--- config.mk ---
export PLATFORM = sky130hd
export DESIGN_NAME = mem_bus_ctrl
export DESIGN_NICKNAME = d
export VERILOG_FILES = /design/src/rtl/mem_bus_ctrl.sv
export SDC_FILE = /design/constraint.sdc
export NUM_CORES = 1
export LEC_CHECK = 0
export CAP_MARGIN = 20
export CORE_MARGIN = 3
export CORE_UTILIZATION = 38
export DETAILED_ROUTE_END_ITERATION = 16
export PLACE_DENSITY = 0.8
export SLEW_MARGIN = 10
export SYNTH_ARGS = -nofsm -noshare
export SYNTH_HDL_FRONTEND = slang
export SYNTH_SLANG_ARGS = --single-unit
--- constraint.sdc ---
create_clock -name clk -period 2.8 [get_ports clk]
set_input_delay 0.28 -clock clk [delete_from_list [all_inputs] [get_ports clk]]
set_output_delay 0.28 -clock clk [all_outputs]
set_load 0.02 [all_outputs]
--- src/rtl/mem_bus_ctrl.sv ---
// mem_bus_ctrl: turns the cache's level-sensitive read/write requests into a
// single-outstanding req/ack transaction on the external memory port.
// Completion is signalled by a one-cycle pulse: rd_valid_o for a read,
// wr_done_o for a write. A timeout aborts the transaction and pulses err_o.
//
// Ports
//   clk, rst         clock (rising edge), asynchronous active-high reset
//   read_req_i       cache read request (level)
//   write_req_i      cache write request (level, wins over read)
//   addr_i, wdata_i  request address / write data
//   rdata_o          last read data returned
//   rd_valid_o       one-cycle pulse, rdata_o valid
//   wr_done_o        one-cycle pulse, write completed (or accepted if posted)
//   busy_o           a new request cannot be accepted this cycle
//   err_o            one-cycle pulse on timeout abort
//   mem_req_o        memory request, held until mem_ack_i or timeout
//   mem_we_o         1 = write, 0 = read
//   mem_addr_o       registered address
//   mem_wdata_o      registered write data
//   mem_ack_i        memory completion, only looked at while mem_req_o=1
//   mem_rdata_i      read data, valid in the mem_ack_i cycle
//
// Build option: MEM_WBUF_EN makes writes posted through a 1-entry buffer.
module mem_bus_ctrl #(
    parameter int unsigned ADDR_W  = 10,
    parameter int unsigned DATA_W  = 32,
    parameter int unsigned TIMEOUT = 15
) (
    input  logic              clk,
    input  logic              rst,
    input  logic              read_req_i,
    input  logic              write_req_i,
    input  logic [ADDR_W-1:0] addr_i,
    input  logic [DATA_W-1:0] wdata_i,
    output logic [DATA_W-1:0] rdata_o,
    output logic              rd_valid_o,
    output logic              wr_done_o,
    output logic              busy_o,
    output logic              err_o,
    output logic              mem_req_o,
    output logic              mem_we_o,
    output logic [ADDR_W-1:0] mem_addr_o,
    output logic [DATA_W-1:0] mem_wdata_o,
    input  logic              mem_ack_i,
    input  logic [DATA_W-1:0] mem_rdata_i
);

    localparam int unsigned CNT_W = 8;
    // Last cycle in which an ack is still accepted; no ack here aborts.
    localparam logic [CNT_W-1:0] CNT_LAST = CNT_W'(TIMEOUT - 1);

    typedef enum logic [1:0] {IDLE, RD, WR, RESP} state_e;

    state_e              state_q, state_d;
    logic [CNT_W-1:0]    cnt_q, cnt_d;
    logic [DATA_W-1:0]   rdata_q, rdata_d;
    logic                rd_valid_q, rd_valid_d;
    logic                wr_done_q, wr_done_d;
    logic                busy_q, busy_d;
    logic                err_q, err_d;
    logic                mem_req_q, mem_req_d;
    logic                mem_we_q, mem_we_d;
    logic [ADDR_W-1:0]   mem_addr_q, mem_addr_d;
    logic [DATA_W-1:0]   mem_wdata_q, mem_wdata_d;

    // State register and registered outputs.
    always_ff @(posedge clk or posedge rst) begin
        if (rst) begin
            state_q     <= IDLE;
            cnt_q       <= '0;
            rdata_q     <= '0;
            rd_valid_q  <= 1'b0;
            wr_done_q   <= 1'b0;
            busy_q      <= 1'b0;
            err_q       <= 1'b0;
            mem_req_q   <= 1'b0;
            mem_we_q    <= 1'b0;
            mem_addr_q  <= '0;
            mem_wdata_q <= '0;
        end else begin
            state_q     <= state_d;
            cnt_q       <= cnt_d;
            rdata_q     <= rdata_d;
            rd_valid_q  <= rd_valid_d;
            wr_done_q   <= wr_done_d;
            busy_q      <= busy_d;
            err_q       <= err_d;
            mem_req_q   <= mem_req_d;
            mem_we_q    <= mem_we_d;
            mem_addr_q  <= mem_addr_d;
            mem_wdata_q <= mem_wdata_d;
        end
    end

    // Next-state and output logic.
    always_comb begin
        state_d     = state_q;
        cnt_d       = cnt_q;
        rdata_d     = rdata_q;
        rd_valid_d  = 1'b0;
        wr_done_d   = 1'b0;
        err_d       = 1'b0;
        mem_req_d   = mem_req_q;
        mem_we_d    = mem_we_q;
        mem_addr_d  = mem_addr_q;
        mem_wdata_d = mem_wdata_q;

        case (state_q)
            IDLE: begin
                if (write_req_i) begin
                    state_d     = WR;
                    cnt_d       = '0;
                    mem_req_d   = 1'b1;
                    mem_we_d    = 1'b1;
                    mem_addr_d  = addr_i;
                    mem_wdata_d = wdata_i;
`ifdef MEM_WBUF_EN
                    // Posted: acknowledge as soon as the buffer holds the write.
                    wr_done_d   = 1'b1;
`endif
                end else if (read_req_i) begin
                    state_d    = RD;
                    cnt_d      = '0;
                    mem_req_d  = 1'b1;
                    mem_we_d   = 1'b0;
                    mem_addr_d = addr_i;
                end
            end
            RD, WR: begin
                // An ack in the last allowed cycle still completes normally.
                if (mem_ack_i) begin
                    mem_req_d = 1'b0;
                    state_d   = RESP;
                    if (state_q == RD) begin
                        rdata_d    = mem_rdata_i;
                        rd_valid_d = 1'b1;
                    end else begin
`ifdef MEM_WBUF_EN
                        state_d   = IDLE;
`else
                        wr_done_d = 1'b1;
`endif
                    end
                end else if (cnt_q == CNT_LAST) begin
                    mem_req_d = 1'b0;
                    err_d     = 1'b1;
                    state_d   = IDLE;
                end else begin
                    cnt_d = cnt_q + CNT_W'(1);
                end
            end
            RESP: begin
                state_d = IDLE;
            end
            default: begin
                state_d = IDLE;
            end
        endcase

        busy_d = (state_d != IDLE);
    end

`ifdef MEM_WBUF_EN
    logic drain_q;

    // Marks a buffered write draining on the bus.
    always_ff @(posedge clk or posedge rst) begin
        if (rst) begin
            drain_q <= 1'b0;
        end else begin
            drain_q <= (state_d == WR);
        end
    end

    // While draining, only a new request sees the controller as busy.
    assign busy_o = busy_q & ~(drain_q & ~(read_req_i | write_req_i));
`else
    assign busy_o = busy_q;
`endif

    assign rdata_o     = rdata_q;
    assign rd_valid_o  = rd_valid_q;
    assign wr_done_o   = wr_done_q;
    assign err_o       = err_q;
    assign mem_req_o   = mem_req_q;
    assign mem_we_o    = mem_we_q;
    assign mem_addr_o  = mem_addr_q;
    assign mem_wdata_o = mem_wdata_q;

endmodule

==> results.txt, run 1 <==
Max Root-Sink Buffers: 2
worst hold slack: 0.321 ns
Inst Count DP: 526
CP Class: reg -> reg
average size of a mapped cell: 14.9 sq um
commonest non-fill, non-tap cell in the layout: clkdlybuf4s50_1
Final Util: 0.620
hold-fix buffers at CTS: 0
# DRC: 0
initial antenna violation count: 0
Setup Buffers After CTS: 0
Die Area: 0.0107 sq mm
Critical Path AT: 2.15 ns
gr usage total: 0.166
Cells after Synth: 243
ant diodes: 0
MaxCap Viol Count: 0
largest net degree at the start of global routing: 37
setup TNS: 0 ns
GRT overflow: 0
CP required: 3.02 ns
Synth cell types: 32
status: finished, final reports clean
Die W: 104 microns
Setup-failing EPs final: 0
Tcrit/Tclk final: 0.690
Clk pin slew, worst setup/hold paths: 0.09 ns
dpl cell area: 0.00538 sq mm
total I/O pin count: 159
worst rel slew slack: 0.570
GR peak layer: met2
synth top area cells: dfrtp_1 (62%), mux2_2 (23%), ha_1 (1.4%)
share of cells above drive strength 1: 0.253
dpl hpwl: 6.55 mm
first-pass GRT wire length: 14.5 mm
Finished Layout Cells: 541
number of H-tree levels: 3
antenna violation net count after detailed routing: 0
DRT Pass-1 Iters: 2
RSZ-0062 raised after global routing: false
row count: 34
post-synth top area cell: dfrtp_1
Worst-Margin Slew: 0.645 ns
pre-CTS setup slack: 0.848 ns
routed len/inst: 15.9 microns
vias in the first global route: 2,883
Layout area overhead: 54.1%
TritonCTS Sinks: 90
Yosys warning total: 0
Port-buffer cells: 158
Clk Latency, worst-skew pair: 0.34 ns
met3 usage in global routing: 0.0547
Fin. Hold Viols: 0
nets: 494
met1 usage: 0.200
Root Driver: clkbuf_8
CP startpoint kind: flip-flop
post-synthesis register bit count: 90
sequential area share after synthesis: 0.623
WL final: 8.61 mm
Leak: 2.39 nW
Clock Skew: 0.0126 ns
GR Util met2: 0.283
Vias/cell: 4.84
post-synthesis cell area: 0.00361 sq mm
total power: 6.40 mW
Synthesized Nets: 326
CP Max Fanout: 12
RD Place Congestion: 0.800
Final Instance Area: 0.00557 sq mm
Core ar.: 0.00898 sq mm
Yosys top cell area share: 0.623
via count: 2,617
CP endpoint kind: flip-flop
final period demand of the worst path: 1.93 ns
Starting Density: 0.403
Max VDD drop: 558 uV
CTS tree: built
post-CTS sizing: 0
max-slew violations: 0
PwrDens: 1150 mW/mm^2
FMAX: 518 MHz
total CTS buffers: 9
HP Class: in -> async
fin worst setup slack: 0.869 ns
drt first-iter violations: 82
Die Ht: 104 microns
commonest cells after routing, fill and taps aside: clkdlybuf4s50_1 (158), dfrtp_1 (90), mux2_2 (75)
[logic make-up (layout without fill, tap and decap cells)]
group | count (synthesis) | count (layout) | synth area share
multiplexers | 75 | 75 | 0.234
flip-flops | 90 | 90 | 0.623
adder cells (fa/ha/maj) | 4 | 4 | 0.0139
AND/OR/NAND/NOR | 33 | 33 | 0.0557
buffers and inverters | 17 | 189 | 0.0225
AO/OA/AOI/OAI | 24 | 24 | 0.0509
[synth_stat cells (all sizes together)]
library cell  instances
o21ai                 9
and4                  1
a211o                 3
nand2b                1
nor3                  1
nand2                10
nand4                 1
and3b                 1
and3                  4
nor3b                 3
a22o                  1
o211ai                1
a21o                  2
nand3                 2
inv                   8
a211oi                2
or2                   1
ha                    4
buf                   9
nor2b                 3
dfrtp                90
mux2                 75
and4b                 1
a31oi                 1
a41oi                 1
a21oi                 1
a221o                 3
nor2                  4
[where the power goes]
| part | switching, mW | internal (mW) | total, mW |
|---|---|---|---|
| registers | 0.316 | 1.92 | 2.23 |
| clock network | 0.458 | 0.415 | 0.873 |
| logic | 1.54 | 1.75 | 3.30 |
| total | 2.32 | 4.09 | 6.40 |
[per-layer routing]
metal  vias to the layer above  wire, microns
met5                         -              0
met4                         0             91
met3                        10            724
met2                       115           4330
met1                      1293           3470
li1                       1199              -
[area by class of cell]
type	count	area, sq um
fill	705	3410
sequential	90	2250
timing repair buffer	166	1650
multi-input combinational	136	1280
tap	126	158
clock buffer	10	128
clock inverter	5	63.8
inverter	8	31.3
[registers in the layout, summed over array words and instances, names as in the netlist]
name and flops:
mem_req_o 1, mem_wdata_o 32, state_q 2, busy_o 1, mem_addr_o 10, rdata_o 32, rd_valid_o 1, err_o 1
mem_we_o 1, cnt_q 8, wr_done_o 1
[worst paths after layout]
kind	from	to	slack, ns	cells past startpoint
worst max-delay path	state_q[0]$_DFF_PP0_	cnt_q[7]$_DFFE_PP0P_	0.87	7
worst min-delay path	rst	mem_wdata_o[3]$_DFFE_PP0P_	0.32	2
worst max register to register	state_q[0]$_DFF_PP0_	cnt_q[7]$_DFFE_PP0P_	0.87	7
worst min register to register	mem_wdata_o[27]$_DFFE_PP0P_	mem_wdata_o[27]$_DFFE_PP0P_	0.51	1
max in group asynchronous	rst	rdata_o[7]$_DFFE_PP0P_	1.68	4
min in group clk	mem_wdata_o[27]$_DFFE_PP0P_	mem_wdata_o[27]$_DFFE_PP0P_	0.51	1
[critical path, stage by stage, from the launching register on]
cell and delay (ns):
dfrtp_1 0.42, inv_1 0.09, ha_1 0.32, o21ai_1 0.11, buf_4 0.20, o21ai_0 0.13, o21ai_2 0.18, a221o_1 0.37
Note: power is estimated with default switching activity, not from simulation.
==> run 2, diff against run 1 <==
clock period = 1.7 ns   (was 2.8 ns; I/O delays follow)
==> run 2 against run 1 <==
  * Flip-flop and latch count stayed put
  * Die area stayed put
  * Utilization is 2.1 points higher
  * Critical path type unchanged
  * Largest cell class unchanged
==> results.txt, run 2 (synthesis gave the netlist of run 1 again) <==
Layout area overhead: 59.2%
Inst Count DP: 535
CP required: 1.93 ns
dpl cell area: 0.00547 sq mm
FMAX: 594 MHz
crit path buf inv count: 2
Die Area: 0.0107 sq mm
Clock Skew: 0.0101 ns
Port-buffer cells: 158
Max VDD drop: 948 uV
Largest delay share family, worst path: simple AND/OR/NAND/NOR gates
Die Ht: 104 microns
PwrDens: 1920 mW/mm^2
HP Class: in -> async
Fin. Hold Viols: 0
antenna violation net count after detailed routing: 0
max-slew violations: 0
DRT Pass-1 Iters: 4
CP Max Fanout: 7
Vias/cell: 4.75
row count: 34
# DRC: 0
CTS tree: built
Critical Path AT: 1.92 ns
RSZ-0062 raised after global routing: true
Slowest-stage cell, CP: dfrtp_1
via count: 2,643
Setup-failing EPs final: 0
CP endpoint kind: flip-flop
setup TNS: 0 ns
MaxCap Viol Count: 0
CP startpoint kind: flip-flop
status: finished, final reports clean
Leak: 2.50 nW
TritonCTS Sinks: 90
commonest cells after routing, fill and taps aside: clkdlybuf4s50_1 (158), dfrtp_1 (90), mux2_2 (75)
Worst-Margin Slew: 0.455 ns
drt first-iter violations: 90
total power: 11.0 mW
worst hold slack: 0.0515 ns
Final Util: 0.641
pre-CTS setup slack: -0.114 ns
first-pass GRT wire length: 14.3 mm
initial antenna violation count: 0
Root Driver: clkbuf_8
hold-fix buffers at CTS: 0
total I/O pin count: 159
GRT overflow: 0
Clk pin slew, worst setup/hold paths: 0.08 ns
total CTS buffers: 9
Finished Layout Cells: 557
dpl hpwl: 6.44 mm
Final Instance Area: 0.00575 sq mm
WL final: 8.69 mm
worst rel slew slack: 0.695
Starting Density: 0.403
Core ar.: 0.00898 sq mm
CP Class: reg -> reg
largest net degree at the start of global routing: 90
routed len/inst: 15.6 microns
share of cells above drive strength 1: 0.295
Clk Latency, worst-skew pair: 0.35 ns
Die W: 104 microns
commonest non-fill, non-tap cell in the layout: clkdlybuf4s50_1
final period demand of the worst path: 1.68 ns
number of H-tree levels: 3
vias in the first global route: 2,864
Tcrit/Tclk final: 0.991
RD Place Congestion: 0.815
gr usage total: 0.164
slowest stage delay, CP: 0.39 ns
fin worst setup slack: 0.0160 ns
crit-path cells: inv_1, ha_1, and4b_4, a211oi_4, buf_4, and3b_2, a221o_1
ant diodes: 0
nets: 509
Max Root-Sink Buffers: 2
-- run 2: cell types whose count changed in the layout (fill, tap and decap cells not counted), moves of 2 or more --
| cell | delta |
|---|---|
| buf_12 | +2 |
| buf_4 | +13 |
| inv_1 | -2 |
| inv_2 | +2 |
-- run 2: worst paths after layout --
| path | from | end | slack, ns | depth (start not counted) |
|---|---|---|---|---|
| min in group clk | wdata_i[0] | mem_wdata_o[0]$_DFFE_PP0P_ | 0.42 | 2 |
| min reg2reg | mem_we_o$_DFFE_PP0P_ | mem_we_o$_DFFE_PP0P_ | 0.50 | 2 |
| min | rst | mem_wdata_o[21]$_DFFE_PP0P_ | 0.05 | 2 |
| max in group asynchronous | rst | cnt_q[2]$_DFFE_PP0P_ | 1.02 | 3 |
| max | cnt_q[0]$_DFFE_PP0P_ | cnt_q[2]$_DFFE_PP0P_ | 0.02 | 7 |
| max reg2reg | cnt_q[0]$_DFFE_PP0P_ | cnt_q[2]$_DFFE_PP0P_ | 0.02 | 7 |
-- run 2: final cells by class --
cell class	count	area [sq um]
fill	698	3220
sequential	90	2250
timing repair buffer	181	1790
multi-input combinational	136	1310
tap	126	158
clock buffer	10	138
clock inverter	6	72.6
inverter	8	33.8
-- run 2: metal layers --
metal  up-vias  share of wire  track usage
li1       1228              -            -
met1      1277           0.41        0.202
met2       131           0.48        0.265
met3         7           0.11       0.0616
met4         0         0.0087       0.0617
met5         -              0            0
-- run 2: report_power, final --
group	leakage [nW]	internal, mW	switching (mW)
clock	0.109	0.742	0.786
combinational	1.31	3.19	2.67
sequential	1.08	3.16	0.501
total	2.50	7.09	3.95
-- run 2: repair_timing --
action | 4_1_cts | 5_1_grt
setup buffers | 0 | 6
hold endpoints to repair | 0 | 0
setup endpoints to repair | 6 | 11
pin swaps | 1 | 2
gates resized for setup | 5 | 3
cloned | 0 | 0
==> run 3, diff against run 2 <==
CORE_MARGIN = 2   (was 3)
==> run 3 against run 2 <==
  * Via count up 1.9%
  * Clock-buffer cell count up 1
  * Setup slack better by 0.045 ns
  * Die area down 3.8%
  * First-iteration DRC count up 59%
  * Clock skew up 0.0013 ns
  * Non-clock buffer count unchanged
  * Utilization down 1.2 points
  * Critical path type unchanged
  * Largest power group unchanged
==> results.txt, run 3 (synthesis gave the netlist of run 1 again) <==
status: finished, final reports clean
initial antenna violation count: 0
Starting Density: 0.391
CP endpoint kind: flip-flop
# DRC: 0
Worst-Margin Slew: 0.476 ns
nets: 510
metal3 WL: 815 microns
Clk Latency, worst-skew pair: 0.35 ns
commonest cells after routing, fill and taps aside: clkdlybuf4s50_1 (158), dfrtp_1 (90), mux2_2 (75)
Critical Path AT: 1.87 ns
DRT Pass-1 Iters: 4
FF-to-FF Start: state_q[0]$_DFF_PP0_
ant diodes: 0
MaxCap Viol Count: 0
Max Root-Sink Buffers: 2
total I/O pin count: 159
number of H-tree levels: 3
Largest delay share family, worst path: compound AO/OA/AOI/OAI gates
Tcrit/Tclk final: 0.964
Max VDD drop: 884 uV
vias in the first global route: 2,831
CTS tree: built
CP Class: reg -> reg
Root Driver: clkbuf_8
commonest non-fill, non-tap cell in the layout: clkdlybuf4s50_1
routed wl met2: 4.18 mm
drt first-iter violations: 143
Die W: 102 microns
Fin. Hold Viols: 0
Port-buffer cells: 158
Die Area: 0.0103 sq mm
total power: 11.1 mW
HP Class: in -> async
routed len/inst: 15.5 microns
gr usage total: 0.169
FMAX: 610 MHz
Final Util: 0.629
antenna violation net count after detailed routing: 0
worst rel slew slack: 0.682
CP required: 1.93 ns
WL final: 8.71 mm
CP Max Fanout: 7
Core ar.: 0.00924 sq mm
hold-fix buffers at CTS: 0
pre-CTS setup slack: -0.0786 ns
Die Ht: 102 microns
fin worst setup slack: 0.0613 ns
largest net degree at the start of global routing: 38
Clk pin slew, worst setup/hold paths: 0.10 ns
CP startpoint kind: flip-flop
TritonCTS Sinks: 90
share of cells above drive strength 1: 0.299
total CTS buffers: 9
dpl hpwl: 6.31 mm
PwrDens: 1920 mW/mm^2
Setup-failing EPs final: 0
crit-path cells: inv_2, ha_4, inv_1, o21ai_1, o21ai_2, a221o_1
Slowest-stage cell, CP: dfrtp_1
Clock Skew: 0.0114 ns
Leak: 2.51 nW
slowest stage delay, CP: 0.37 ns
crit path buf inv count: 2
Top Metal Used: met4
first-pass GRT wire length: 13.4 mm
max-slew violations: 0
RD Place Congestion: 0.812
Layout area overhead: 60.9%
GRT overflow: 0
Vias/cell: 4.80
row count: 35
Crit. Startpoint: state_q[0]$_DFF_PP0_
via count: 2,693
Met1 Wirelength: 3.53 mm
final period demand of the worst path: 1.64 ns
[run 3: through the flow]
stage / std cells / hold WS (ns) / cell area (sq um) / TNS, ns
3_5_place_dp: 540 / 0.462 / 5500 / -0.290
2_1_floorplan: 243 / 0.312 / 3620 / 0
3_3_place_gp: 540 / 0.457 / 5500 / 0
5_1_grt: 561 / 0.187 / 5810 / -0.0345
6_report: 561 / 0.173 / 5810 / 0
4_1_cts: 557 / 0.161 / 5760 / 0
[run 3: worst paths after layout]
kind                                                    end  slack, ns  cells past startpoint
worst max-delay path                   cnt_q[5]$_DFFE_PP0P_       0.06                      6
worst min-delay path                rdata_o[13]$_DFFE_PP0P_       0.17                      2
worst min register to register         mem_we_o$_DFFE_PP0P_       0.48                      2
max in group asynchronous              cnt_q[5]$_DFFE_PP0P_       1.00                      3
min in group clk                mem_wdata_o[21]$_DFFE_PP0P_       0.42                      2
worst max register to register         cnt_q[5]$_DFFE_PP0P_       0.06                      6
[run 3: cell type report]
cell class | count | area, sq um
inverters | 8 | 33.8
well taps | 129 | 161
clock inverters | 5 | 85.1
repair buffers | 181 | 1800
clock buffers | 11 | 141
multi-input cells | 137 | 1340
fillers | 731 | 3430
flip-flops and latches | 90 | 2250
[run 3: report_power, final]
part	internal (mW)	switching (mW)
logic	3.16	2.70
clock network	0.878	0.762
registers	3.16	0.486
total	7.19	3.94
[run 3: routing by layer]
metal / GRT usage / vias to the layer above
met1: 0.204 / 1318
met4: 0.0728 / 0
met3: 0.0621 / 18
met2: 0.273 / 127
li1: - / 1230
met5: 0 / -
[run 3: what timing repair did]
action,4_1_cts,5_1_grt
cloned,1,0
gates resized for setup,4,7
pin swaps,1,2
setup endpoints to repair,8,23
setup buffers,0,4
==> RTL edit, RTL diff (settings of run 3) <==
Remove the register `err_q`: a continuous assignment takes its place, so the output `err_o` follows one clock earlier.
--- a/src/rtl/mem_bus_ctrl.sv
+++ b/src/rtl/mem_bus_ctrl.sv
@@ -72,7 +72,6 @@
             rd_valid_q  <= 1'b0;
             wr_done_q   <= 1'b0;
             busy_q      <= 1'b0;
-            err_q       <= 1'b0;
             mem_req_q   <= 1'b0;
             mem_we_q    <= 1'b0;
             mem_addr_q  <= '0;
@@ -84,13 +83,14 @@
             rd_valid_q  <= rd_valid_d;
             wr_done_q   <= wr_done_d;
             busy_q      <= busy_d;
-            err_q       <= err_d;
             mem_req_q   <= mem_req_d;
             mem_we_q    <= mem_we_d;
             mem_addr_q  <= mem_addr_d;
             mem_wdata_q <= mem_wdata_d;
         end
     end
+
+    assign err_q = err_d;
 
     // Next-state and output logic.
     always_comb begin
Formal check against the unedited RTL: same outputs for any inputs over 4 cycles, from zero or initial values and one cycle with rst high; that may be too few to reach the edited logic, so the function may still have changed.
==> RTL edit against run 3 <==
Critical path type unchanged; synthesized area fell by 0.69%; first-iteration DRC count fell by 63%; highest routed layer unchanged; total power rose by 1.4%; die area fell by 0.67%; setup slack got worse by 0.042 ns; wire length fell by 0.10%; non-clock buffer count rose by 4; largest power group unchanged; cell area fell by 0.19%; sequential cell count fell by 1.
==> RTL edit: results (changes against run 3) <==
cts repair resizes=11 (+7); DR vias=2692 (-0.037%); 1st-pass router iterations=4 (unchanged); PortBufs=158 (unchanged); initial antenna violation count=0 (unchanged); GPL Wtd Cong=0.770 (-5.3%); DP Wirelength=6.30 mm (-0.13%); Area growth, synth to finish=61.7%; Worst VDD drop=949 uV (+7.4%); layout cells sized above 1=0.304 (+0.00554); CTS H-Tree Depth=3 (unchanged); cell count after placement=527 (-2.4%); Async SR Flop Fraction=1.00 (unchanged); Max FO, Critical Path=7 (unchanged); Worst path slowest cell=dfrtp_1; CTS root buffer=clkbuf_8; Synth area leaders=dfrtp_1 (62%), mux2_2 (24%), ha_1 (1.4%); status=finished clean; global-route wire length before repair=13.4 mm (-0.57%); YS warnings=0 (unchanged); Wirelength per Cell=16.0 um (+2.8%); pre-CTS WS=-0.107 ns (-0.0285 ns); Cell Area, Placed=5490 um2 (-0.27%); WP data arrival=1.90 ns (+0.03 ns); ant diodes=0 (unchanged); initial drt markers=53 (-63%); nets@finish=512 (+0.39%); CP max stage delay=0.41 ns (+0.04 ns); fin cells=545 (-2.9%); largest net degree at the start of global routing=90 (+140%); Post-CTS Setup Bufs=0 (unchanged); Seq/Total Area, Yosys=0.621 (-0.00263); Lkg Pwr=2.53 nW (+0.81%); commonest cells in the synthesized netlist=dfrtp_1 (89), mux2_2 (75), nand2_1 (10); Yosys cell types=32 (unchanged); clock-pin slew on the worst setup and hold paths=roughly 0.09 ns; vias in the first global route=2765 (-2.3%); Clock Skews=0.0113 ns (-0.0000379 ns); Fill cells=741 (+1.4%); CTS Buf Count=9 (unchanged); Worst-Margin Slew=0.465 ns (-0.0112 ns); syn nets=325 (-0.31%); GRT Util Overall=0.166 (-0.00333); Clk Latency, worst-skew pair=0.34 ns; Syn Inst Count=242 (-0.41%); Max clock buf depth=2 (unchanged); min-delay worst type=in -> async; Int Pwr=7.38 mW (+2.6%)
==> RTL edit: area by class of cell <==
type	instances	share of cell area
multi-input combinational	136	0.229
sequential	89	0.384
clock buffer	12	0.0267
tap	111	0.0239
timing repair buffer	185	0.314
clock inverter	4	0.0170
inverter	8	0.00582
==> RTL edit: critical path, delay by kind of cell (launching register included) <==
family,cells,cell delay (ns)
adders and majority gates,1,0.14
AOI/OAI and AO/OA,4,0.81
DFF,1,0.41
buffers and inverters,2,0.20
==> RTL edit: power by group through the flow <==
stage                     Clock [mW]  Sequential (mW)  Combinational [mW]
after global placement             0             3.60                5.68
after detailed placement           0             3.68                5.79
after global routing            1.94             3.76                6.28
after floorplan                    0             4.85                1.75
final                           1.78             3.63                5.89
after CTS                       1.84             3.64                5.89
==> RTL edit: cell families after synthesis <==
group           Yosys count  share of synthesized area
simple gates             33                     0.0561
compound gates           24                     0.0513
flops                    89                      0.621
mux                      75                      0.235
buf+inv                  17                     0.0227
fa+ha+maj                 4                     0.0139
==> RTL edit: final timing paths <==
| kind | from | cells after the start | end | slack [ns] |
|---|---|---|---|---|
| worst max-delay path | state_q[1] | 7 | cnt_q[7] | 0.02 |
| worst min-delay path | rst | 3 | rdata_o[9] | 0.32 |
| worst max register to register | state_q[1] | 7 | cnt_q[7] | 0.02 |
| worst min register to register | mem_we_o | 2 | mem_we_o | 0.50 |
| max in group asynchronous | rst | 3 | cnt_q[2] | 1.02 |
| min in group clk | mem_rdata_i[19] | 2 | rdata_o[19] | 0.43 |
==> RTL edit: layer usage <==
metal / GRT usage / routed length, um
met1: 0.198 / 3470
met2: 0.284 / 4340
met3: 0.0594 / 768
met4: 0.0478 / 112
met5: 0 / 0
